[src/rtl/alu_mul_sequencer.sv]
// Shift-add multiplier controller wrapped around the shared bus-wide ALU adder.
// Produces a 2*bus signed or unsigned product with fixed per-mode latency.
module alu_mul_sequencer #(
  parameter int unsigned bus = 8
) (
  input  logic               clk,
  input  logic               rst_n,
  input  logic               start,
  input  logic               signed_mode,
  input  logic [bus-1:0]     op_a,
  input  logic [bus-1:0]     op_b,
  output logic               busy,
  output logic               done,
  output logic [2*bus-1:0]   product,
  output logic [bus-1:0]     alu_a,
  output logic [bus-1:0]     alu_b,
  output logic               alu_cin,
  output logic               alu_c2,
  input  logic [bus-1:0]     alu_sout,
  input  logic               alu_cout
);

  localparam int unsigned CW  = $clog2(bus) + 1;
  localparam int unsigned MSB = bus - 1;

  typedef enum logic [2:0] {
    S_IDLE, S_NEG_A, S_NEG_B, S_MUL, S_NEG_LO, S_NEG_HI, S_DONE
  } state_t;

  state_t             state_q, state_d;
  logic [bus-1:0]     mcand_q, mcand_d;
  logic [bus-1:0]     acc_hi_q, acc_hi_d;
  logic [bus-1:0]     acc_lo_q, acc_lo_d;
  logic               neg_res_q, neg_res_d;
  logic               sgn_q, sgn_d;
  logic [CW-1:0]      cnt_q, cnt_d;
  logic               carry_q, carry_d;
  logic               busy_q, busy_d;
  logic               done_q, done_d;
  logic [2*bus-1:0]   product_q, product_d;
  logic [bus-1:0]     alu_a_q, alu_a_d;
  logic [bus-1:0]     alu_b_q, alu_b_d;
  logic               alu_cin_q, alu_cin_d;
  logic               alu_c2_q, alu_c2_d;

  // Datapath and state sequencing; ALU results are consumed in the cycle they are driven.
  always_comb begin
    state_d   = state_q;
    mcand_d   = mcand_q;
    acc_hi_d  = acc_hi_q;
    acc_lo_d  = acc_lo_q;
    neg_res_d = neg_res_q;
    sgn_d     = sgn_q;
    cnt_d     = cnt_q;
    carry_d   = carry_q;
    product_d = product_q;
    done_d    = 1'b0;

    case (state_q)
      S_IDLE: begin
        if (start) begin
          mcand_d   = op_a;
          acc_lo_d  = op_b;
          acc_hi_d  = '0;
          cnt_d     = '0;
          carry_d   = 1'b0;
          sgn_d     = signed_mode;
          neg_res_d = signed_mode & (op_a[MSB] ^ op_b[MSB]);
          state_d   = signed_mode ? S_NEG_A : S_MUL;
        end
      end
      S_NEG_A: begin
        if (mcand_q[MSB]) mcand_d = alu_sout;
        state_d = S_NEG_B;
      end
      S_NEG_B: begin
        if (acc_lo_q[MSB]) acc_lo_d = alu_sout;
        state_d = S_MUL;
      end
      S_MUL: begin
        if (acc_lo_q[0]) begin
          {acc_hi_d, acc_lo_d} = {alu_cout, alu_sout, acc_lo_q[bus-1:1]};
        end else begin
          {acc_hi_d, acc_lo_d} = {1'b0, acc_hi_q, acc_lo_q[bus-1:1]};
        end
        carry_d = 1'b0;
        cnt_d   = cnt_q + CW'(1);
        if (cnt_q == CW'(bus - 1)) state_d = sgn_q ? S_NEG_LO : S_DONE;
      end
      S_NEG_LO: begin
        if (neg_res_q) begin
          acc_lo_d = alu_sout;
          carry_d  = alu_cout;
        end
        state_d = S_NEG_HI;
      end
      S_NEG_HI: begin
        if (neg_res_q) acc_hi_d = alu_sout;
        state_d = S_DONE;
      end
      S_DONE:  state_d = S_IDLE;
      default: state_d = S_IDLE;
    endcase

    if (state_d == S_DONE && state_q != S_DONE) begin
      product_d = {acc_hi_d, acc_lo_d};
      done_d    = 1'b1;
    end
    busy_d = (state_d != S_IDLE);
  end

  // ALU drive for the upcoming state, built from next-cycle register values.
  always_comb begin
    alu_a_d   = '0;
    alu_b_d   = '0;
    alu_cin_d = 1'b0;
    alu_c2_d  = 1'b0;
    case (state_d)
      S_NEG_A:  begin alu_b_d = mcand_d;  alu_c2_d = 1'b1; alu_cin_d = 1'b1; end
      S_NEG_B:  begin alu_b_d = acc_lo_d; alu_c2_d = 1'b1; alu_cin_d = 1'b1; end
      S_MUL:    begin alu_a_d = acc_hi_d; alu_b_d = mcand_d; end
      S_NEG_LO: begin alu_b_d = acc_lo_d; alu_c2_d = 1'b1; alu_cin_d = 1'b1; end
      S_NEG_HI: begin alu_b_d = acc_hi_d; alu_c2_d = 1'b1; alu_cin_d = carry_d; end
      default:  ;
    endcase
  end

  always_ff @(posedge clk or negedge rst_n) begin
    if (!rst_n) begin
      state_q   <= S_IDLE;
      mcand_q   <= '0;
      acc_hi_q  <= '0;
      acc_lo_q  <= '0;
      neg_res_q <= 1'b0;
      sgn_q     <= 1'b0;
      cnt_q     <= '0;
      carry_q   <= 1'b0;
      busy_q    <= 1'b0;
      done_q    <= 1'b0;
      product_q <= '0;
      alu_a_q   <= '0;
      alu_b_q   <= '0;
      alu_cin_q <= 1'b0;
      alu_c2_q  <= 1'b0;
    end else begin
      state_q   <= state_d;
      mcand_q   <= mcand_d;
      acc_hi_q  <= acc_hi_d;
      acc_lo_q  <= acc_lo_d;
      neg_res_q <= neg_res_d;
      sgn_q     <= sgn_d;
      cnt_q     <= cnt_d;
      carry_q   <= carry_d;
      busy_q    <= busy_d;
      done_q    <= done_d;
      product_q <= product_d;
      alu_a_q   <= alu_a_d;
      alu_b_q   <= alu_b_d;
      alu_cin_q <= alu_cin_d;
      alu_c2_q  <= alu_c2_d;
    end
  end

  assign busy    = busy_q;
  assign done    = done_q;
  assign product = product_q;
  assign alu_a   = alu_a_q;
  assign alu_b   = alu_b_q;
  assign alu_cin = alu_cin_q;
  assign alu_c2  = alu_c2_q;

endmodule
[config.mk]
export PLATFORM = sky130hd
export DESIGN_NAME = alu_mul_sequencer
export DESIGN_NICKNAME = d
export VERILOG_FILES = /design/src/rtl/alu_mul_sequencer.sv
export SDC_FILE = /design/constraint.sdc
export NUM_CORES = 1
export LEC_CHECK = 0
export BUFFER_PORTS_ARGS = -buffer_cell sky130_fd_sc_hd__buf_2
export CORE_MARGIN = 2
export CORE_UTILIZATION = 55
export DETAILED_ROUTE_END_ITERATION = 8
export HOLD_SLACK_MARGIN = 0.15
export PLACE_DENSITY = 0.85
export SYNTH_ARGS = -nofsm -noshare
export SYNTH_HDL_FRONTEND = slang
export SYNTH_SLANG_ARGS = --single-unit
[constraint.sdc]
create_clock -name clk -period 5.58 [get_ports clk]
set_input_delay 0 -clock clk [delete_from_list [all_inputs] [get_ports clk]]
set_output_delay 0 -clock clk [all_outputs]
set_load 0.05 [all_outputs]
Word level (Yosys, flattened, before mapping)
Cells that the tools add are included.

Register bits: 70. Input port bits: 29. Word-level logic and storage cells: 69.

$add $sub $neg: 1. Equality and inequality tests: 14. Mux-type cells: 27. Bitwise gates (word level): 2. Reductions and logical operators: 10.

Operators with widths (count): 8-bit 2-to-1 mux (10); 8-bit one-hot mux with 3 select lines (2); 8-bit one-hot mux with 4 select lines (1); 3-bit one-hot mux with 6 select lines (1); 8-bit one-hot mux with 2 select lines (1); 3-bit == test, second input constant (5); 3-bit by 2-bit == test with 1-bit output, second input constant (4); 4-bit one-hot mux with 2 select lines (1); 3-bit by 1-bit == test with 1-bit output, second input constant (2); 3-bit 2-to-1 mux (2); 4-bit by 1-bit adder with 4-bit output, second input constant (1); 4-bit by 3-bit == test with 1-bit output, second input constant (1); 1-bit 2-to-1 mux (4); 2-bit 2-to-1 mux (2); 4-bit 2-to-1 mux (1); 2-bit AND reduction (2); 2-bit OR reduction (2); 4-bit OR reduction (1); 3-bit logical NOT (1); 3-bit inequality test, second input constant (1); 1-bit one-hot mux with 3 select lines (1); 3-bit nonzero test (1); 3-bit OR reduction (1); 2-bit inequality test, second input constant (1); other kinds (5) (5).

Depth between registers and ports, before layout
Depth in word-level cells: 6. Depth in mapped cells: 9. Mapped depth without buffers: 6.

Least setup slack after synthesis
Ideal clock, no wire load.

Path type: reg-to-reg. From: register state_q[1]. To: register alu_b_q[1], in the netlist alu_b[1]. Setup time: 0.126 ns. Arrival time: 1.690 ns. Path slack: 3.764 ns. Cell stages (with the launch flop): 7. Period minus slack after synthesis: 1.816 ns. Cell sequence: dfrtp_1 -> buf_2 -> nor3_4 -> nor3_4 -> a221oi_2 -> inv_2 -> a221o_1.

RTL lines: start, declared (RTL line 30) `state_t state_q, state_d;`; start signal, assigned (RTL line 146) `state_q <= state_d;`; 3-bit == test (tied with other cells) (RTL line 59) `case (state_q)`; 8-bit one-hot mux with 3 select lines (*) (RTL line 59); named net acc_hi_d[1] (RTL line 32) `logic [bus-1:0] acc_hi_q, acc_hi_d;`; 8-bit one-hot mux with 3 select lines (*) (RTL line 118) `case (state_d)`; named net alu_b_d[1] (RTL line 42) `logic [bus-1:0] alu_b_q, alu_b_d;`; end signal, assigned (RTL line 158) `alu_b_q <= alu_b_d;`; end, declared (RTL line 42).

The timed path passes the listed nets; every way through them passes the cells marked *. A chain may end at the register's enable or synchronous reset.

Worst setup path in the final report
From: register state_q[1]. To: register product_q[3], in the netlist product[3].

Longest elaborated chain between the ends: 4.

Ends and longest elaborated chain: 3-bit == test (tied with other cells) (RTL line 59); 3-bit one-hot mux with 6 select lines (RTL line 59); 3-bit == test (RTL line 105) `if (state_d == S_DONE && state_q != S_DONE) begin`; 1-bit logical AND (RTL line 105); end signal, assigned (RTL line 156) `product_q <= product_d;`; end, declared (RTL line 40) `logic [2*bus-1:0] product_q, product_d;`.

Parallel ways exist; a longest one is shown, timed or not.

==> flow_metrics.env <==
export IMPL_outcome="finished clean"
export IMPL_syn_area_per_cell_um2=10.1
export IMPL_cts_buffers=9
export IMPL_grtUsageMet3=0.0671
export IMPL_hold_path_class="primary input to register"
export IMPL_grt_pass1_vias=2929
export IMPL_synthesis_nets=368
export IMPL_hpwl_um=6420
export IMPL_vias_per_cell=6.08
export IMPL_drtAntennaViolNets=0
export IMPL_synth_area_um2=3410
export IMPL_core_um2=5960
export IMPL_routed_wirelength_um=9490
export IMPL_syn_inst=338
export IMPL_p_leak_nw=2.05
export IMPL_worstPathArrival_ns=3.08
export IMPL_rsz0062_at_grt="no"
export IMPL_p_comb_frac=0.501
export IMPL_grt_met2_usage=0.461
export IMPL_max_slew_margin_rel=0.234
export IMPL_synth_ff_type="dfrtp_1"
export IMPL_vias=3076
export IMPL_vdd_drop_max_mv=0.416
export IMPL_cts_clk_slew_worst_paths_ns=0.08
export IMPL_drive_gt1_frac=0.255
export IMPL_place_ws_ns=2.84
export IMPL_fp_dieW_um=82.8
export IMPL_mostFrequentLayoutCell="dfrtp_1"
export IMPL_layout_setup_ws_ns=2.74
export IMPL_synth_edf_count=0
export IMPL_critPathLaunchType="register"
export IMPL_post_route_min_period_ns=2.84
export IMPL_worstSkewPairLatency_ns=0.35
export IMPL_post_cts_resized=0
export IMPL_syn2layout_area_growth_pct=24.9
export IMPL_start_util=0.573
export IMPL_route_detailed_drc=0
export IMPL_pwr_share_clk=0.168
export IMPL_grt_overflow_total=0
export IMPL_slew_violations=0
export IMPL_tritoncts="built"
export IMPL_cts_root_buf="clkbuf_8"
export IMPL_power_density_nw_per_um2=650
export IMPL_drt_initial_drc_count=432
export IMPL_setup_viol=0
export IMPL_grt_max_degree=71
export IMPL_grt_pass1_wl_um=15100
export IMPL_busiest_layer="met2"
export IMPL_die_area_um2=6850
export IMPL_fmax_mhz=352
export IMPL_antenna_found_initial=0
export IMPL_cp_max_fo=28
export IMPL_ys_seq_elements=70
export IMPL_sequentialPowerShare=0.331
export IMPL_final_nets=456
export IMPL_num_antenna_cells=0
export IMPL_crit_type="register to register"
export IMPL_place_port_buffers=64
export IMPL_seq_area_frac_synth=0.513
export IMPL_hold_violations=0
export IMPL_max_clock_path_buffers=2
export IMPL_layout_common_cells="dfrtp_1 (70), buf_2 (64), nand2_1 (54)"
export IMPL_fin_setup_tns_ns=0
export IMPL_io_pins=65
export IMPL_hold_slack_ns=0.164
export IMPL_dr_pass1_iters=5
export IMPL_core_rowCount=28
export IMPL_grtUsageMet1=0.411
export IMPL_wl_per_cell_um=18.8
export IMPL_clkSinkCount=70
export IMPL_yosys_warnings=0
export IMPL_max_cap_violations=0
export IMPL_required_ns=5.82
export IMPL_cts_max_level=3
export IMPL_max_slew_worst_pin_slew_ns=1.13
export IMPL_period_share=0.509
export IMPL_grt_use_total=0.306
export IMPL_die_h_um=82.8
export IMPL_skew_ns=0.0127
export IMPL_fill_cells=458
export IMPL_ys_types=55
export IMPL_switchingPower_w=0.00133
export IMPL_routabilityCongestion=0.926
export IMPL_end_kind="register"
export IMPL_internal_power_w=0.00144
export IMPL_switching_share=0.479
export IMPL_synthArstFlopShare=1.00
==> sequential cells by signal, indices dropped and copies added (netlist names) <==
| name | count |
|---|---|
| product | 16 |
| alu_c2 | 1 |
| sgn_q | 1 |
| alu_a | 8 |
| neg_res_q | 1 |
| cnt_q | 4 |
| carry_q | 1 |
| done | 1 |
| alu_cin | 1 |
| acc_lo_q | 8 |
| alu_b | 8 |
| busy | 1 |
| mcand_q | 8 |
| state_q | 3 |
| acc_hi_q | 8 |
==> through the flow <==
step	area (µm²)	instances	util	power (W)
2_1_floorplan	3410	338	-	0.00190
3_3_place_gp	3740	461	0.629	0.00222
3_5_place_dp	3740	461	0.629	0.00225
4_1_cts	4260	506	0.716	0.00276
5_1_grt	4260	506	0.716	0.00294
6_report	4260	506	0.716	0.00277
==> power groups by stage <==
| stage | combinational (W) | clock, W | sequential, W |
|---|---|---|---|
| after global placement | 0.00130 | 0 | 0.000914 |
| after floorplan | 0.000672 | 0 | 0.00123 |
| final | 0.00139 | 0.000467 | 0.000917 |
| after global routing | 0.00150 | 0.000494 | 0.000947 |
| after detailed placement | 0.00133 | 0 | 0.000918 |
| after CTS | 0.00138 | 0.000470 | 0.000910 |
==> layer usage <==
layer / part of all wire / routed length, µm
met5: 0 / 0
met4: 0.041 / 388
met3: 0.070 / 663
met2: 0.47 / 4440
met1: 0.42 / 4000
==> worst max-delay path: stages (launching register included) <==
cell and delay, ns:
dfrtp_1 0.90, inv_1 0.32, nand2_1 0.16, a21o_1 0.56, clkinv_1 0.41, mux2_2 0.37
==> path summary, 6_finish.rpt <==
path,startpoint,endpoint,slack (ns),cells past startpoint
max in group asynchronous,rst_n,alu_b[3],4.64,3
setup reg to reg,state_q[1],product[3],2.74,5
hold / removal,op_b[0],acc_lo_q[0],0.16,5
setup / recovery,state_q[1],product[3],2.74,5
hold reg to reg,cnt_q[3],cnt_q[3],0.48,1
min in group asynchronous,rst_n,alu_cin,0.35,3
==> timing repair <==
item | CTS | global route
hold endpoints to repair | 115 | 0
setup buffers | 0 | 0
hold buffers | 29 | 0
==> cell usage after synthesis, types with 2 or more instances <==
cell type,number,area (µm²)
dfrtp_1,70,1750
nand2_1,54,203
o21ai_0,24,120
nor2_1,21,78.8
inv_1,13,48.8
nand3_1,13,65.1
a21oi_1,12,60.1
mux2i_1,11,110
mux2_2,10,113
clkbuf_1,9,33.8
a31oi_1,8,50.1
o221ai_1,8,70.1
a21o_1,6,45.0
inv_2,6,22.5
a221o_1,5,50.1
a221oi_2,5,75.1
a32oi_1,5,43.8
nand4_1,4,25.0
buf_4,3,22.5
nand3b_1,3,22.5
a222oi_1,2,20.0
a311oi_1,2,17.5
and2_1,2,12.5
buf_2,2,10.0
buf_6,2,22.5
clkinv_1,2,7.51
nand2b_1,2,12.5
nor2b_1,2,12.5
nor3_4,2,32.5
nor3b_1,2,15.0
nor4bb_1,2,20.0
o211ai_1,2,15.0
o31ai_1,2,15.0
==> layout make-up <==
cell class,count,area (µm²),share of cell area
well taps,75,93.8,0.0220
repair buffers,94,618,0.145
clock buffers,10,138,0.0323
inverters,21,78.8,0.0185
multi-input cells,230,1490,0.350
flip-flops and latches,70,1750,0.411
clock inverters,6,92.6,0.0217
==> cell families after synthesis <==
group,share of synthesized area
and+or+nand+nor,0.172
AOI/OAI and AO/OA,0.193
DFF,0.513
buffers and inverters,0.0502
muxes,0.0652
xor gates and xnor gates,0.00257
adders and majority gates,0.00366
(Power assumes the default switching activity.)
